### config.mk
export PLATFORM = sky130hd
export DESIGN_NAME = hdmi_i2c_init_seq_flat
export DESIGN_NICKNAME = d
export VERILOG_FILES = /design/src/rtl/hdmi_i2c_init_seq_if.sv /design/src/rtl/hdmi_i2c_init_seq.sv /design/src/flat_wrapper.sv
export SDC_FILE = /design/constraint.sdc
export NUM_CORES = 1
export LEC_CHECK = 0
export ABC_AREA = 1
export CAP_MARGIN = 20
export CORE_ASPECT_RATIO = 0.9
export CORE_MARGIN = 2
export CORE_UTILIZATION = 44
export CTS_BUF_LIST = sky130_fd_sc_hd__clkbuf_4
export CTS_CLUSTER_DIAMETER = 100
export DETAILED_ROUTE_END_ITERATION = 7
export DONT_BUFFER_PORTS = 1
export HOLD_SLACK_MARGIN = 0.03
export SLEW_MARGIN = 10
export SYNTH_ARGS = -nofsm -noshare
export SYNTH_HDL_FRONTEND = slang
export SYNTH_SLANG_ARGS = --single-unit
### constraint.sdc
create_clock -name clk_sys -period 3.4 [get_ports clk_sys]
set_input_delay 0.34 -clock clk_sys [delete_from_list [all_inputs] [get_ports clk_sys]]
set_output_delay 0.34 -clock clk_sys [all_outputs]
set_load 0.02 [all_outputs]
### src/rtl/hdmi_i2c_init_seq_if.sv
// I2C master request/response bundle between the init sequencer
// (master side) and i2c_master (slave side).
// Signals: i2c_start/read/addr/subaddr/dout out, i2c_din/end/ack back.
interface hdmi_i2c_init_seq_if;
   logic       i2c_start;
   logic       i2c_read;
   logic [6:0] i2c_addr;
   logic [7:0] i2c_subaddr;
   logic [7:0] i2c_dout;
   logic [7:0] i2c_din;
   logic       i2c_end;
   logic       i2c_ack;

   modport master (
      output i2c_start, i2c_read, i2c_addr,
      output i2c_subaddr, i2c_dout,
      input  i2c_din, i2c_end, i2c_ack
   );

   modport slave (
      input  i2c_start, i2c_read, i2c_addr,
      input  i2c_subaddr, i2c_dout,
      output i2c_din, i2c_end, i2c_ack
   );
endinterface

### src/rtl/hdmi_i2c_init_seq.sv
// HDMI transmitter init sequencer: on reset release or HPD rise it
// waits a power-up delay, then writes every {subaddr,data} table
// entry to DEV_ADDR through i2c_master; idle slots serve host
// requests. Ports: clk_sys/reset, hpd, tbl_addr/tbl_data (table ROM),
// h_* (host request/response), i2c (master modport), busy/done/err.
module hdmi_i2c_init_seq #(
   parameter logic [6:0] DEV_ADDR  = 7'h39,
   parameter int         TBL_AW    = 6,
   parameter int         PWR_DELAY = 24000,
   parameter int         MAX_RETRY = 3,
   parameter int         TIMEOUT   = 65535
) (
   input  logic              clk_sys,
   input  logic              reset,
   input  logic              hpd,
   output logic [TBL_AW-1:0] tbl_addr,
   input  logic [15:0]       tbl_data,
   input  logic              h_start,
   input  logic              h_read,
   input  logic [6:0]        h_addr,
   input  logic [7:0]        h_subaddr,
   input  logic [7:0]        h_wdata,
   output logic [7:0]        h_rdata,
   output logic              h_end,
   output logic              h_ack,
   hdmi_i2c_init_seq_if.master i2c,
   output logic              busy,
   output logic              done,
   output logic              err
);

   localparam logic [3:0] S_IDLE   = 4'd0;
   localparam logic [3:0] S_DELAY  = 4'd1;
   localparam logic [3:0] S_FETCH  = 4'd2;
   localparam logic [3:0] S_FWAIT  = 4'd3;
   localparam logic [3:0] S_ISSUE  = 4'd4;
   localparam logic [3:0] S_WAIT   = 4'd5;
   localparam logic [3:0] S_NEXT   = 4'd6;
   localparam logic [3:0] S_DONE   = 4'd7;
   localparam logic [3:0] S_HISSUE = 4'd8;
   localparam logic [3:0] S_HWAIT  = 4'd9;

   localparam logic [31:0] DLY_END = 32'(PWR_DELAY - 1);
   localparam logic [31:0] TMO_END = 32'(TIMEOUT - 1);
   localparam logic [7:0]  RMAX    = 8'(MAX_RETRY);

   logic [3:0]  state;
   logic [31:0] cnt;
   logic [7:0]  retry;

   // hpd_q starts at 0 so a high hpd after reset reads as a rise
   logic hpd_m, hpd_s, hpd_q;
   logic rise, start_seq;
   logic trig_pend;

   logic       hpend;
   logic       hp_read;
   logic [6:0] hp_addr;
   logic [7:0] hp_sub;
   logic [7:0] hp_wdata;

   assign rise      = hpd_s & ~hpd_q;
   assign start_seq = (trig_pend | rise) & hpd_s;

   always_ff @(posedge clk_sys or posedge reset) begin
      if (reset) begin
         state           <= S_IDLE;
         cnt             <= '0;
         retry           <= '0;
         hpd_m           <= 1'b0;
         hpd_s           <= 1'b0;
         hpd_q           <= 1'b0;
         trig_pend       <= 1'b0;
         hpend           <= 1'b0;
         hp_read         <= 1'b0;
         hp_addr         <= '0;
         hp_sub          <= '0;
         hp_wdata        <= '0;
         tbl_addr        <= '0;
         h_rdata         <= '0;
         h_end           <= 1'b0;
         h_ack           <= 1'b0;
         i2c.i2c_start   <= 1'b0;
         i2c.i2c_read    <= 1'b0;
         i2c.i2c_addr    <= '0;
         i2c.i2c_subaddr <= '0;
         i2c.i2c_dout    <= '0;
         busy            <= 1'b0;
         done            <= 1'b0;
         err             <= 1'b0;
      end else begin
         hpd_m         <= hpd;
         hpd_s         <= hpd_m;
         hpd_q         <= hpd_s;
         i2c.i2c_start <= 1'b0;
         h_end         <= 1'b0;

         if (h_start && !hpend) begin
            hpend    <= 1'b1;
            hp_read  <= h_read;
            hp_addr  <= h_addr;
            hp_sub   <= h_subaddr;
            hp_wdata <= h_wdata;
         end

         // a rise during a host transaction is kept for the next IDLE
         if (rise && !busy && state != S_IDLE)
            trig_pend <= 1'b1;

         case (state)
            S_IDLE: begin
               trig_pend <= 1'b0;
               if (start_seq) begin
                  state    <= S_DELAY;
                  cnt      <= '0;
                  retry    <= '0;
                  tbl_addr <= '0;
                  busy     <= 1'b1;
                  done     <= 1'b0;
                  err      <= 1'b0;
               end else if (hpend) begin
                  state <= S_HISSUE;
               end
            end
            S_DELAY: begin
               if (!hpd_s) begin
                  state <= S_IDLE;
                  busy  <= 1'b0;
               end else if (cnt == DLY_END) begin
                  state <= S_FETCH;
               end else begin
                  cnt <= cnt + 32'd1;
               end
            end
            S_FETCH: begin
               if (!hpd_s) begin
                  state <= S_IDLE;
                  busy  <= 1'b0;
               end else begin
                  state <= S_FWAIT;
               end
            end
            S_FWAIT: begin
               if (!hpd_s) begin
                  state <= S_IDLE;
                  busy  <= 1'b0;
               end else if (tbl_data == 16'hFFFF) begin
                  state <= S_DONE;
               end else begin
                  i2c.i2c_read    <= 1'b0;
                  i2c.i2c_addr    <= DEV_ADDR;
                  i2c.i2c_subaddr <= tbl_data[15:8];
                  i2c.i2c_dout    <= tbl_data[7:0];
                  state           <= S_ISSUE;
               end
            end
            S_ISSUE: begin
               i2c.i2c_start <= 1'b1;
               cnt           <= '0;
               state         <= S_WAIT;
            end
            S_WAIT: begin
               if (i2c.i2c_end) begin
                  if (!i2c.i2c_ack && retry == RMAX)
                     err <= 1'b1;
                  if (!hpd_s) begin
                     state <= S_IDLE;
                     busy  <= 1'b0;
                  end else if (i2c.i2c_ack || retry == RMAX) begin
                     state <= S_NEXT;
                  end else begin
                     retry <= retry + 8'd1;
                     state <= S_ISSUE;
                  end
               end else if (cnt == TMO_END) begin
                  err   <= 1'b1;
                  busy  <= 1'b0;
                  state <= S_IDLE;
               end else begin
                  cnt <= cnt + 32'd1;
               end
            end
            S_NEXT: begin
               tbl_addr <= tbl_addr + 1'b1;
               retry    <= '0;
               if (!hpd_s) begin
                  state <= S_IDLE;
                  busy  <= 1'b0;
               end else if (&tbl_addr) begin
                  state <= S_DONE;
               end else begin
                  state <= S_FETCH;
               end
            end
            S_DONE: begin
               busy  <= 1'b0;
               done  <= 1'b1;
               state <= S_IDLE;
            end
            S_HISSUE: begin
               i2c.i2c_read    <= hp_read;
               i2c.i2c_addr    <= hp_addr;
               i2c.i2c_subaddr <= hp_sub;
               i2c.i2c_dout    <= hp_wdata;
               i2c.i2c_start   <= 1'b1;
               cnt             <= '0;
               state           <= S_HWAIT;
            end
            S_HWAIT: begin
               if (i2c.i2c_end) begin
                  h_end   <= 1'b1;
                  h_ack   <= i2c.i2c_ack;
                  h_rdata <= i2c.i2c_din;
                  hpend   <= 1'b0;
                  state   <= S_IDLE;
               end else if (cnt == TMO_END) begin
                  // a stuck host request completes as NACK
                  h_end <= 1'b1;
                  h_ack <= 1'b0;
                  hpend <= 1'b0;
                  state <= S_IDLE;
               end else begin
                  cnt <= cnt + 32'd1;
               end
            end
            default: state <= S_IDLE;
         endcase
      end
   end

endmodule
### src/flat_wrapper.sv
// flat-port wrapper written by rule: the top's interface ports become plain ports
module hdmi_i2c_init_seq_flat 
#(
   parameter logic [6:0] DEV_ADDR  = 7'h39,
   parameter int         TBL_AW    = 6,
   parameter int         PWR_DELAY = 24000,
   parameter int         MAX_RETRY = 3,
   parameter int         TIMEOUT   = 65535
)
  (clk_sys, reset, hpd, tbl_addr, tbl_data, h_start, h_read, h_addr, h_subaddr, h_wdata, h_rdata, h_end, h_ack, busy, done, err, i2c_i2c_start, i2c_i2c_read, i2c_i2c_addr, i2c_i2c_subaddr, i2c_i2c_dout, i2c_i2c_din, i2c_i2c_end, i2c_i2c_ack);
  hdmi_i2c_init_seq_if i2c_i ();
  input  logic clk_sys;
  input  logic reset;
  input  logic hpd;
  output logic [TBL_AW-1:0] tbl_addr;
  input  logic [15:0] tbl_data;
  input  logic h_start;
  input  logic h_read;
  input  logic [6:0] h_addr;
  input  logic [7:0] h_subaddr;
  input  logic [7:0] h_wdata;
  output logic [7:0] h_rdata;
  output logic h_end;
  output logic h_ack;
  output logic busy;
  output logic done;
  output logic err;
  output wire logic [$bits(i2c_i.i2c_start)-1:0] i2c_i2c_start;
  output wire logic [$bits(i2c_i.i2c_read)-1:0] i2c_i2c_read;
  output wire logic [$bits(i2c_i.i2c_addr)-1:0] i2c_i2c_addr;
  output wire logic [$bits(i2c_i.i2c_subaddr)-1:0] i2c_i2c_subaddr;
  output wire logic [$bits(i2c_i.i2c_dout)-1:0] i2c_i2c_dout;
  input wire logic [$bits(i2c_i.i2c_din)-1:0] i2c_i2c_din;
  input wire logic [$bits(i2c_i.i2c_end)-1:0] i2c_i2c_end;
  input wire logic [$bits(i2c_i.i2c_ack)-1:0] i2c_i2c_ack;
  assign i2c_i2c_start = i2c_i.i2c_start;
  assign i2c_i2c_read = i2c_i.i2c_read;
  assign i2c_i2c_addr = i2c_i.i2c_addr;
  assign i2c_i2c_subaddr = i2c_i.i2c_subaddr;
  assign i2c_i2c_dout = i2c_i.i2c_dout;
  assign i2c_i.i2c_din = i2c_i2c_din;
  assign i2c_i.i2c_end = i2c_i2c_end;
  assign i2c_i.i2c_ack = i2c_i2c_ack;
  hdmi_i2c_init_seq #(.DEV_ADDR(DEV_ADDR), .TBL_AW(TBL_AW), .PWR_DELAY(PWR_DELAY), .MAX_RETRY(MAX_RETRY), .TIMEOUT(TIMEOUT)) u_core (.clk_sys(clk_sys), .reset(reset), .hpd(hpd), .tbl_addr(tbl_addr), .tbl_data(tbl_data), .h_start(h_start), .h_read(h_read), .h_addr(h_addr), .h_subaddr(h_subaddr), .h_wdata(h_wdata), .h_rdata(h_rdata), .h_end(h_end), .h_ack(h_ack), .i2c(i2c_i), .busy(busy), .done(done), .err(err));
endmodule
# Word-level counts from Yosys, hierarchy flattened
# Cells that the tools add are included.
# totals
reg_bits	117
latch_bits	0
mem_bits_rw	0
rom_bits	0
inputBits	54
out_inout_bits	44
wordCells	153
n_memories	0
# classes
n_addsub	3
multipliers	0
div_mod_pow	0
order_cmp	0
eq_ne	27
shift	0
mux	62
bitwise	4
n_reduce_logical	33
# ops
operator	n
$mux W32	5
$pmux W32 S4	1
$mux W8	8
$mux W4	10
$pmux W4 S9	1
$add A32 B1 Y32 const B	1
$eq A32 B15 Y1 const B	1
$eq A32 B16 Y1 const B	1
$pmux W8 S2	2
$pmux W8 S3	1
$mux W1	21
$eq A16 B16 Y1 const B	1
$eq A4 B3 Y1 const B	4
$mux W7	2
$pmux W7 S2	1
$ne A2 B2 Y1 const B	6
$pmux W6 S2	1
$reduce_and A6 Y1	2
$reduce_bool A2 Y1	6
$reduce_bool A4 Y1	3
$reduce_and A2 Y1	5
$add A8 B1 Y8 const B	1
$eq A4 B2 Y1 const B	2
$eq A4 B4 Y1 const B	2
25 further kinds	41

# Longest topological paths before layout
# Gate-level depths: netlist of the first run.
# logic_depth
depth_word	6
ltp_mapped	12
ltp_nobuf	11

# Worst setup path after synthesis of the first run
# OpenSTA, ideal clock, no wires.
# synth_timing
kind	register to register
startpoint	reg u_core.cnt[0]
endpoint	reg u_core.cnt[5]
setup_time_ns	0.121
t_arrival_ns	1.581
t_required_ns	3.279
setup_slack_ns	1.698
stages_incl_launch_ff	12
path_buffers	1
period_less_slack_ns	1.702
path_cell_list	dfrtp_1 > ha_1 > inv_1 > nor2_4 > nand3_1 > nor2_1 > nand3_1 > nand2_2 > nor2_4 > buf_4 > nand2_1 > nand2_1
# synth_via
elab_chain_cells	4
word_cells_on_any_way	11
classes_between	add/sub (1); eq/ne (4); mux (5); reduce/logical (1)
# synth_rtl
item	line_no	source
start: declaration	hdmi_i2c_init_seq.sv:48	logic [31:0] cnt;
start signal: assignment	hdmi_i2c_init_seq.sv:132	cnt <= cnt + 32'd1;
start signal: assignment	hdmi_i2c_init_seq.sv:180	cnt <= cnt + 32'd1;
start signal: assignment	hdmi_i2c_init_seq.sv:223	cnt <= cnt + 32'd1;
$add A32 B1 Y32	hdmi_i2c_init_seq.sv:132, hdmi_i2c_init_seq.sv:180, hdmi_i2c_init_seq.sv:223	
$mux W32 (on tied branches)	hdmi_i2c_init_seq.sv:175, hdmi_i2c_init_seq.sv:216, hdmi_i2c_init_seq.sv:129	
$mux W32 (on tied branches)	hdmi_i2c_init_seq.sv:163, hdmi_i2c_init_seq.sv:126	
$pmux W32 S4	hdmi_i2c_init_seq.sv:110	case (state)
# Several ways; a longest one is shown, not always the timed one. The select of a mux whose other input is x is not followed.
# A chain may end at the register's enable or synchronous reset.

# Worst setup path after layout of the first run
# layout_timing
startpoint	reg u_core.cnt[0]
endpoint	reg u_core.cnt[22]
# The elaborated chain is that of the path after synthesis.

==> results of run 1 <==
==> cell type report <==
cell class | instances | share of cell area
Multi-Input combinational cell | 631 | 0.408
Sequential cell | 117 | 0.397
Timing Repair Buffer | 55 | 0.0744
Inverter | 89 | 0.0458
Tap cell | 193 | 0.0328
Clock inverter | 15 | 0.0239
Clock buffer | 17 | 0.0173
Antenna cell | 1 | 0.000340
==> kinds of logic (layout without fill, tap and decap cells) <==
logic type / count (synthesis) / count (layout) / share of synthesized area
compound gates: 120 / 120 / 0.113
xor+xnor: 14 / 14 / 0.0192
fa+ha+maj: 4 / 4 / 0.00783
buf+inv: 114 / 176 / 0.0713
flops: 117 / 117 / 0.458
mux: 16 / 16 / 0.0282
other cells: 0 / 1 / 0
simple gates: 477 / 477 / 0.302
==> timing repair <==
| item | CTS | global route |
|---|---|---|
| buffers inserted | 0 | 0 |
| hold endpoints to repair | 118 | 0 |
| hold buffers | 49 | 0 |
| setup endpoints to repair | 0 | 0 |
==> per-layer routing <==
| metal | vias up | track usage | share of wire |
|---|---|---|---|
| met5 | - | 0 | 0 |
| met4 | 0 | 0.0705 | 0.016 |
| met3 | 24 | 0.0625 | 0.055 |
| met2 | 142 | 0.346 | 0.47 |
| met1 | 2665 | 0.298 | 0.46 |
| li1 | 2833 | - | - |
==> path summary, 6_finish.rpt <==
kind                                            from                               endpoint  slack [ns]
setup / recovery           u_core.cnt[0]$_DFFE_PP0P_             u_core.cnt[22]$_DFFE_PP0P_        0.80
hold / removal                           tbl_data[9]  u_core.i2c.i2c_subaddr[1]$_DFFE_PP0P_        0.07
setup reg to reg           u_core.cnt[0]$_DFFE_PP0P_             u_core.cnt[22]$_DFFE_PP0P_        0.80
hold reg to reg               u_core.hpd_m$_DFF_PP0_                 u_core.hpd_s$_DFF_PP0_        0.36
max in group asynchronous                      reset  u_core.i2c.i2c_subaddr[0]$_DFFE_PP0P_        2.32
min in group asynchronous                      reset  u_core.i2c.i2c_subaddr[4]$_DFFE_PP0P_        0.24
==> stage by stage <==
step           instances  area [sq um]
2_1_floorplan        862          6390
3_5_place_dp        1036          6570
6_report            1118          7370
5_1_grt             1118          7370
3_3_place_gp        1036          6570
4_1_cts             1117          7370
==> worst max-delay path: stages, from the launching register on <==
cell	delay, ns
dfrtp_1	0.45
ha_1	0.28
inv_1	0.11
nor2_4	0.07
nand3_1	0.07
nor2_1	0.06
nand3_1	0.08
nand2_2	0.41
nor2_4	0.80
nand2_1	0.11
nand2_1	0.10
==> registers in the layout, indices dropped and copies added, names as in the netlist, 4 cells and up <==
| register | flops |
|---|---|
| u_core.i2c.i2c_dout | 8 |
| u_core.hp_addr | 7 |
| u_core.i2c.i2c_addr | 7 |
| u_core.cnt | 32 |
| u_core.tbl_addr | 6 |
| u_core.state | 4 |
| u_core.hp_sub | 8 |
| u_core.i2c.i2c_subaddr | 8 |
| u_core.retry | 8 |
| u_core.h_rdata | 8 |
| u_core.hp_wdata | 8 |
==> synthesized netlist by cell type, drive strengths merged, types with 11 or more instances <==
cell    count
nand2     261
nor2      150
dfrtp     117
inv        89
o21ai      49
nand3      41
o21bai     32
a21oi      23
mux2       16
buf        14
nor3       13
xor2       13
clkbuf     11
==> report_power, final <==
part           total [W]  internal (W)  switching, W  leakage, nW
Clock            0.00110      0.000512      0.000587        0.150
Combinational    0.00158      0.000496       0.00108         1.90
Sequential       0.00232       0.00179      0.000529         1.47
==> results by group, run 1 <==
Timing
  • Minimum clock period: 2.60 ns
  • Setup TNS: 0 ns
  • Min Hold Slack: 0.0728 ns
  • Endpoints failing setup: 0
  • Crit share post-route: 0.765
  • Clk_skew: 0.0148 ns
  • Fin worst setup slack: 0.798 ns
  • Final Hold Viols: 0
  • Worst slew pin tran: 0.789 ns
  • Slew HR: 0.473
  • Pins Over Slew Limit: 0
  • RSZ-0062 raised after global routing: no
  • Max Fclk: 384 MHz

Synth
  • Top FF cell, synth: dfrtp_1
  • Syn Area/Cell: 7.41 sq um
  • #FFs+latches synth: 117
  • Yosys warns: 0
  • Post-synthesis sequential area ratio: 0.458
  • Syn Inst Count: about 860
  • Post-synth top area share: 0.458
  • FFs w/ async S/R, synth: 1.00
  • Syn_nets: between 900 and 1000
  • Largest area contributor in the netlist: dfrtp_1
  • Netlist cell types: 33
  • EDFF count, synth: 0
  • Top cells by area, synth: dfrtp_1, nand2_1, nor2_1
  • Synthesized area: 0.00639 sq mm

Cells and area
  • Most common cell after layout, fill and taps aside: nand2_1
  • Sequential Area: a little under 0.003 sq mm
  • Util after Layout: 0.522
  • Fillcell total: 1367
  • Share of layout cells above drive strength 1: 0.0703
  • Area grow syn2layout: 15.3%
  • Commonest non-fill, non-tap cells in the layout: nand2_1, nor2_1, dfrtp_1
  • Multi-input gate area: 0.00301 sq mm
  • Fin nets: 969

Worst setup path
  • Arrival time at the worst endpoint: 3.10 ns
  • Critical setup path kind: flip-flop to flip-flop
  • WP data required: 3.90 ns
  • Critical path peak fanout: 33
  • CP startpoint kind: flip-flop
  • Worst Setup End Kind: flip-flop
  • Path depth of the worst reg2reg path: 10

Pwr
  • Peak VDD IR: roughly 0.48 mV
  • Leakage power: between 3 and 4 nW
  • Total power: 0.00499 W
  • Pwr dens: 678 mW/mm^2

Routing
  • First-pass iteration count of the detailed router: 5
  • WL/cell: 14.2 microns
  • Initial DRC count: 424
  • Wirelength, routed: 15800 microns
  • DRC viols: 0
  • Final ANT Viol Nets: 0
  • Via count: 5664
  • Vias per cell: 5.07

GRT
  • GR Util All Layers: 0.222
  • Initial antenna violation count: 1
  • Vias in the first global route: 5639
  • GR Overflow Total: 0
  • First-pass GRT wire length: 27400 microns
  • Largest net degree at the start of global routing: 60

Clock tree
  • Clock slew at reported path FFs: 0.11 ns
  • CTS Sinks: 117
  • Clock Latency Late Sink: 0.56 ns
  • CTS Buf Count: 17
  • CTS resizes: 0
  • Clock buffer depth: 2
  • CTS Root Cell: clkbuf_4
  • CTS tree: yes
  • CTS H-Tree Depth: 4

Min path
  • Worst hold path class: input pin to flip-flop
  • Hold Path Depth: 3

Floorplanning
  • Cell row count: 41
  • Die X: 131 microns
  • Core area: 0.0141 sq mm
  • Die height: between 100 and 150 microns
  • Ports: 98
  • Initial core utilization: 0.453
  • Die area: 0.0155 sq mm

Place
  • Pre-CTS setup slack: 0.820 ns
  • Dpl hpwl: ~11000 microns
  • GPL Wtd Cong: just over 0.9
  • Count of input and output buffers: 0

Run status
  • Status: finished clean

Run
  • Max-Cap Viols: 0
No activity file was read; power rests on OpenSTA's default activity.
==> run 2: changes to the inputs <==
- clock period: 3.4 -> 2.6 ns (I/O delays scaled with it)
==> run 2 against run 1 <==
Net effect:
- worst setup slack got worse by 0.52 ns
- worst hold slack better by 0.096 ns
- utilization is 0.30 points higher
- clock skew is 0.00077 ns lower
- die area is the same
- combinational power up 34%
- first-iteration DRC count is 1.4% lower
- global-route usage fell by 0.12 points
- clock power is 12% higher
- via count is 1.7% higher
- sequential cell count unchanged
- count of clock-buffer cells in the layout grew 2
- highest routed layer unchanged
==> results by group, run 2 (synthesized netlist as in run 1, its figures left out) <==
Run status
  • Status: finished clean

Routing
  • WL/cell: 14.4 microns
  • Initial DRC count: 418
  • Vias per cell: 5.11
  • Wirelength, routed: 16200 microns
  • First-pass iteration count of the detailed router: 5
  • Via count: approximately 5800
  • DRC viols: 0
  • Final ANT Viol Nets: 0

Floorplanning
  • Die area: roughly 0.016 sq mm
  • Cell row count: 41
  • Die height: 118 microns
  • Core area: 0.0141 sq mm
  • Initial core utilization: 0.453
  • Ports: 98
  • Die X: 131 microns

Clock tree
  • CTS Sinks: between 100 and 150
  • CTS H-Tree Depth: 4
  • Clock Latency Late Sink: 0.55 ns
  • Clock buffer depth: 2
  • CTS tree: yes
  • CTS Buf Count: 17
  • CTS Root Cell: clkbuf_4
  • Clock slew at reported path FFs: 0.10 ns

Place
  • Dpl hpwl: 11200 microns
  • Count of input and output buffers: 0
  • GPL Wtd Cong: 0.875
  • Placed Cells: about 1000

Worst setup path
  • Arrival time at the worst endpoint: 2.76 ns
  • RR Startpoint: u_core.cnt[0]$_DFFE_PP0P_
  • R2R setup slack: 0.28 ns
  • CP most frequent cell: nor2_1
  • Worst r2r dst: u_core.hpend$_DFF_PP0_
  • CP startpoint kind: flip-flop
  • WP data required: 3.04 ns
  • Worst Setup End Kind: flip-flop
  • Slowest CP cell: dlygate4sd3_1
  • Path depth of the worst reg2reg path: 10
  • Critical setup path kind: flip-flop to flip-flop
  • Critical path cell sequence: inv_1 -> ha_1 -> inv_1 -> nor2_1 -> nand2_1 -> nor2_1 -> nand2_1 -> a21boi_1 -> nor2_1 -> dlygate4sd3_1
  • Critical path peak fanout: 6
  • Max incr delay on CP: between 0.5 and 0.6 ns

GRT
  • Largest net degree at the start of global routing: 48
  • Initial antenna violation count: 1
  • Vias in the first global route: 5625
  • Met3 usage: 0.0548
  • M2 GR Usage: 0.345
  • Grt met1 use: 0.299
  • GR Util All Layers: 0.221
  • Gr busiest metal: met2
  • GR Overflow Total: 0
  • First-pass GRT wire length: 27200 microns

Pwr
  • Peak VDD IR: 0.538 mV
  • Leakage power: between 3 and 4 nW
  • Pwr dens: 862 mW/mm^2

Cells and area
  • Most common cell after layout, fill and taps aside: nand2_1
  • Commonest non-fill, non-tap cells in the layout: nand2_1, nor2_1, dfrtp_1
  • Area grow syn2layout: 16.0%
  • Final instance count without filler cells: 1128
  • Share of layout cells above drive strength 1: 0.0729
  • Largest Register: u_core.cnt
  • Largest register FFs: 32
  • Sequential Area: 0.00293 sq mm
  • Multi-input gate area: 0.00301 sq mm
  • Fillcell total: 1376
  • Fin nets: 978

Timing
  • Slew HR: 0.418
  • Crit share post-route: 0.893
  • Max Fclk: roughly 430 MHz
  • Minimum clock period: 2.32 ns
  • Endpoints failing setup: 0
  • Worst slew pin tran: 0.871 ns
  • RSZ-0062 raised after global routing: no
  • Setup TNS: 0 ns
  • Final Hold Viols: 0
  • Pins Over Slew Limit: 0
  • Clk_skew: 0.0140 ns

Min path
  • Hold Path Depth: 2
  • Worst hold path class: input pin to flip-flop
  • Hold EP: u_core.h_ack$_DFFE_PP0P_
  • Min-delay src: i2c_i2c_end

Run
  • Max-Cap Viols: 0
-- run 2: cell types whose count changed in the layout (fill, tap and decap cells not counted), sizes merged --
cell / delta
bufinv: -2
clkbuf: +2
diode: +1
clkinvlp: -1
clkinv: +3
dlygate4sd3: +5
inv: -2
buf: +4
-- run 2: final cells by class --
cell class / count / area share
diodes: 2 / 0.000675
clock buffers: 19 / 0.0192
clock inverters: 13 / 0.0147
inverters: 89 / 0.0456
multi-input cells: 631 / 0.406
flip-flops and latches: 117 / 0.395
well taps: 193 / 0.0326
repair buffers: 64 / 0.0864
-- run 2: power breakdown --
group | internal, W | total (W) | switching [W]
clock | 0.000489 | 0.00123 | 0.000741
combinational | 0.000679 | 0.00212 | 0.00144
sequential | 0.00234 | 0.00304 | 0.000703
-- run 2: critical path: cells and delay by family (launching register included) --
family / cells / cell delay, ns
AO/OA/AOI/OAI: 1 / 0.24
adder cells (fa/ha/maj): 1 / 0.16
buffers and inverters: 3 / 0.73
flip-flops: 1 / 0.46
AND/OR/NAND/NOR: 5 / 0.62
-- run 2: what timing repair did --
action                                  CTS  global route
resized for setup                         0             1
hold buffers                             54             0
setup buffers                             0             0
hold endpoints to repair                 88             0
endpoints found under the setup margin    0             1
-- run 2: per-layer routing --
metal | part of all wire | up-vias
met5 | 0 | -
met4 | 0.021 | 0
met3 | 0.059 | 37
met2 | 0.46 | 146
met1 | 0.46 | 2723
li1 | - | 2853
-- run 2: worst max path at each step --
stage	start	end	cells past startpoint
global route	u_core.cnt[0]$_DFFE_PP0P_	u_core.hpend$_DFF_PP0_	10
floorplan	u_core.cnt[0]$_DFFE_PP0P_	u_core.cnt[5]$_DFFE_PP0P_	11
global placement	u_core.cnt[0]$_DFFE_PP0P_	u_core.cnt[23]$_DFFE_PP0P_	10
detailed placement	u_core.cnt[0]$_DFFE_PP0P_	u_core.cnt[11]$_DFFE_PP0P_	10
CTS	u_core.cnt[0]$_DFFE_PP0P_	u_core.hpend$_DFF_PP0_	10
finish	u_core.cnt[0]$_DFFE_PP0P_	u_core.hpend$_DFF_PP0_	10
-- run 2: stage by stage --
step	setup WS, ns	instance area, sq um	hold WS, ns	utilization	power, W
after floorplan	0.898	6390	0.291	-	0.00461
after global placement	0.454	6610	0.291	0.469	0.00505
after detailed placement	0.412	6610	0.291	0.469	0.00512
after CTS	0.199	7410	0.137	0.525	0.00644
after global routing	0.0472	7410	0.167	0.525	0.00682
final	0.277	7410	0.169	0.525	0.00639
==> run 3: changes to the inputs <==
- CORE_UTILIZATION: 44 -> 53
- DONT_BUFFER_PORTS: 1 -> unset
- PLACE_DENSITY: unset -> 0.79
==> run 3 against run 2 <==
Net effect:
- non-clock buffer count increased by 42
- worst setup slack improved by 0.19 ns
- wire length decreased by 3.2%
- highest routed layer unchanged
==> results by group, run 3 (synthesized netlist as in run 1, its figures left out) <==
Floorplanning
  • Ports: 98
  • Die height: 108 microns
  • Cell row count: 38
  • Die area: 0.0130 sq mm
  • Core area: around 0.012 sq mm
  • Die X: 120 microns
  • Initial core utilization: 0.538

Min path
  • Hold Path Depth: 1
  • Worst hold path class: input pin to flip-flop

Run status
  • Status: finished clean

Cells and area
  • Fillcell total: 1044
  • Largest Register: u_core.cnt
  • Commonest non-fill, non-tap cells in the layout: nand2_1, nor2_1, dfrtp_1
  • Largest register FFs: 32
  • Post-Layout Inst Area: 0.00787 sq mm
  • Fin nets: 1020
  • Area grow syn2layout: 23.2%
  • Most common cell after layout, fill and taps aside: nand2_1
  • Util after Layout: 0.662
  • Share of layout cells above drive strength 1: 0.0718

Timing
  • Setup TNS: 0 ns
  • Clk_skew: ~0.017 ns
  • Minimum clock period: between 2 and 2.5 ns
  • Worst slew pin tran: 0.761 ns
  • Final Hold Viols: 0
  • RSZ-0062 raised after global routing: no
  • Pins Over Slew Limit: 0
  • Endpoints failing setup: 0
  • Max Fclk: 469 MHz
  • Slew HR: 0.491
  • Crit share post-route: 0.820

Clock tree
  • Clock slew at reported path FFs: 0.11 ns
  • CTS Root Cell: clkbuf_4
  • CTS Sinks: about 120
  • CTS Buf Count: 17
  • CTS hold repair buffers: 0
  • Clock buffer depth: 2
  • # Post-CTS Setup Buffers: 0
  • Clock Latency Late Sink: approximately 0.53 ns
  • CTS tree: yes
  • CTS resizes: 0
  • CTS H-Tree Depth: 4

Worst setup path
  • Worst Setup End Kind: flip-flop
  • CP bufs+invs: 1
  • Critical path cell sequence: ha_1 -> inv_1 -> nor2_4 -> nand3_1 -> nor2_1 -> nand3_1 -> nand2_2 -> nor2_4 -> nand2_1 -> nand2_1
  • Path depth of the worst reg2reg path: 10
  • Critical path peak fanout: 32
  • Critical setup path kind: flip-flop to flip-flop
  • WP data required: 3.06 ns
  • Arrival time at the worst endpoint: 2.60 ns
  • CP startpoint kind: flip-flop
  • Levels on crit path: 10
  • Kind of cell adding the most delay to the critical path: simple AND/OR/NAND/NOR gates
  • Max incr delay on CP: a little over 0.6 ns
  • Slowest CP cell: nor2_4

Routing
  • First-pass iteration count of the detailed router: 6
  • Final ANT Viol Nets: 0
  • Vias per cell: 5.16
  • Initial DRC count: about 470
  • DRC viols: 0
  • Via count: a little under 6000
  • WL/cell: ~14 microns
  • Wirelength, routed: 15700 microns

Place
  • Dpl hpwl: 10900 microns
  • Count of input and output buffers: 97
  • Placed inst area: 0.00752 sq mm
  • GPL Wtd Cong: 0.935

Pwr
  • Leakage power: approximately 3.7 nW
  • Pwr dens: between 900 and 1000 mW/mm^2
  • Peak VDD IR: 0.861 mV

Run
  • Max-Cap Viols: 0

GRT
  • GR Overflow Total: 0
  • Largest net degree at the start of global routing: 118
  • Vias in the first global route: 5579
  • First-pass GRT wire length: 26500 microns
  • Initial antenna violation count: 1
  • GR Util All Layers: 0.258
[run 3: power by group]
group	leakage, nW	switching [W]	internal, W
clock network	0.178	0.000796	0.000791
registers	1.47	0.000274	0.00234
logic	2.09	0.00190	0.00116
total	3.74	0.00297	0.00429
[run 3: cell type report]
| type | instances | area, sq um | area share |
|---|---|---|---|
| Timing Repair Buffer | 106 | 1050 | 0.134 |
| Antenna cell | 1 | 2.50 | 0.000318 |
| Inverter | 89 | 338 | 0.0429 |
| Tap cell | 160 | 200 | 0.0254 |
| Clock inverter | 15 | 219 | 0.0278 |
| Multi-Input combinational cell | 631 | 3010 | 0.382 |
| Sequential cell | 117 | 2930 | 0.372 |
| Clock buffer | 17 | 128 | 0.0162 |
[run 3: final timing paths]
kind / from / end / slack, ns
min in group asynchronous: reset / u_core.i2c.i2c_dout[3]$_DFFE_PP0P_ / 0.22
max in group asynchronous: reset / u_core.tbl_addr[4]$_DFFE_PP0P_ / 1.86
max reg2reg: u_core.cnt[0]$_DFFE_PP0P_ / u_core.cnt[0]$_DFFE_PP0P_ / 0.47
min: hpd / u_core.hpd_m$_DFF_PP0_ / 0.18
max: u_core.cnt[0]$_DFFE_PP0P_ / u_core.cnt[0]$_DFFE_PP0P_ / 0.47
min reg2reg: u_core.hpd_m$_DFF_PP0_ / u_core.hpd_s$_DFF_PP0_ / 0.37
[run 3: metal layers]
metal / global-route usage / wire length [microns]
met5: 0 / 0
met4: 0.105 / 410
met3: 0.0475 / 771
met2: 0.411 / 7380
met1: 0.352 / 7120
[run 3: metrics by stage]
| stage | std cells | worst slack [ns] | hold WS [ns] | power (W) |
|---|---|---|---|---|
| CTS | 1135 | 0.442 | 0.148 | 0.00731 |
| detailed placement | 1103 | 0.452 | 0.350 | 0.00571 |
| floorplan | 862 | 0.898 | 0.291 | 0.00461 |
| global route | 1136 | 0.273 | 0.140 | 0.00772 |
| finish | 1136 | 0.467 | 0.177 | 0.00726 |
| global placement | 1103 | 0.551 | 0.348 | 0.00565 |
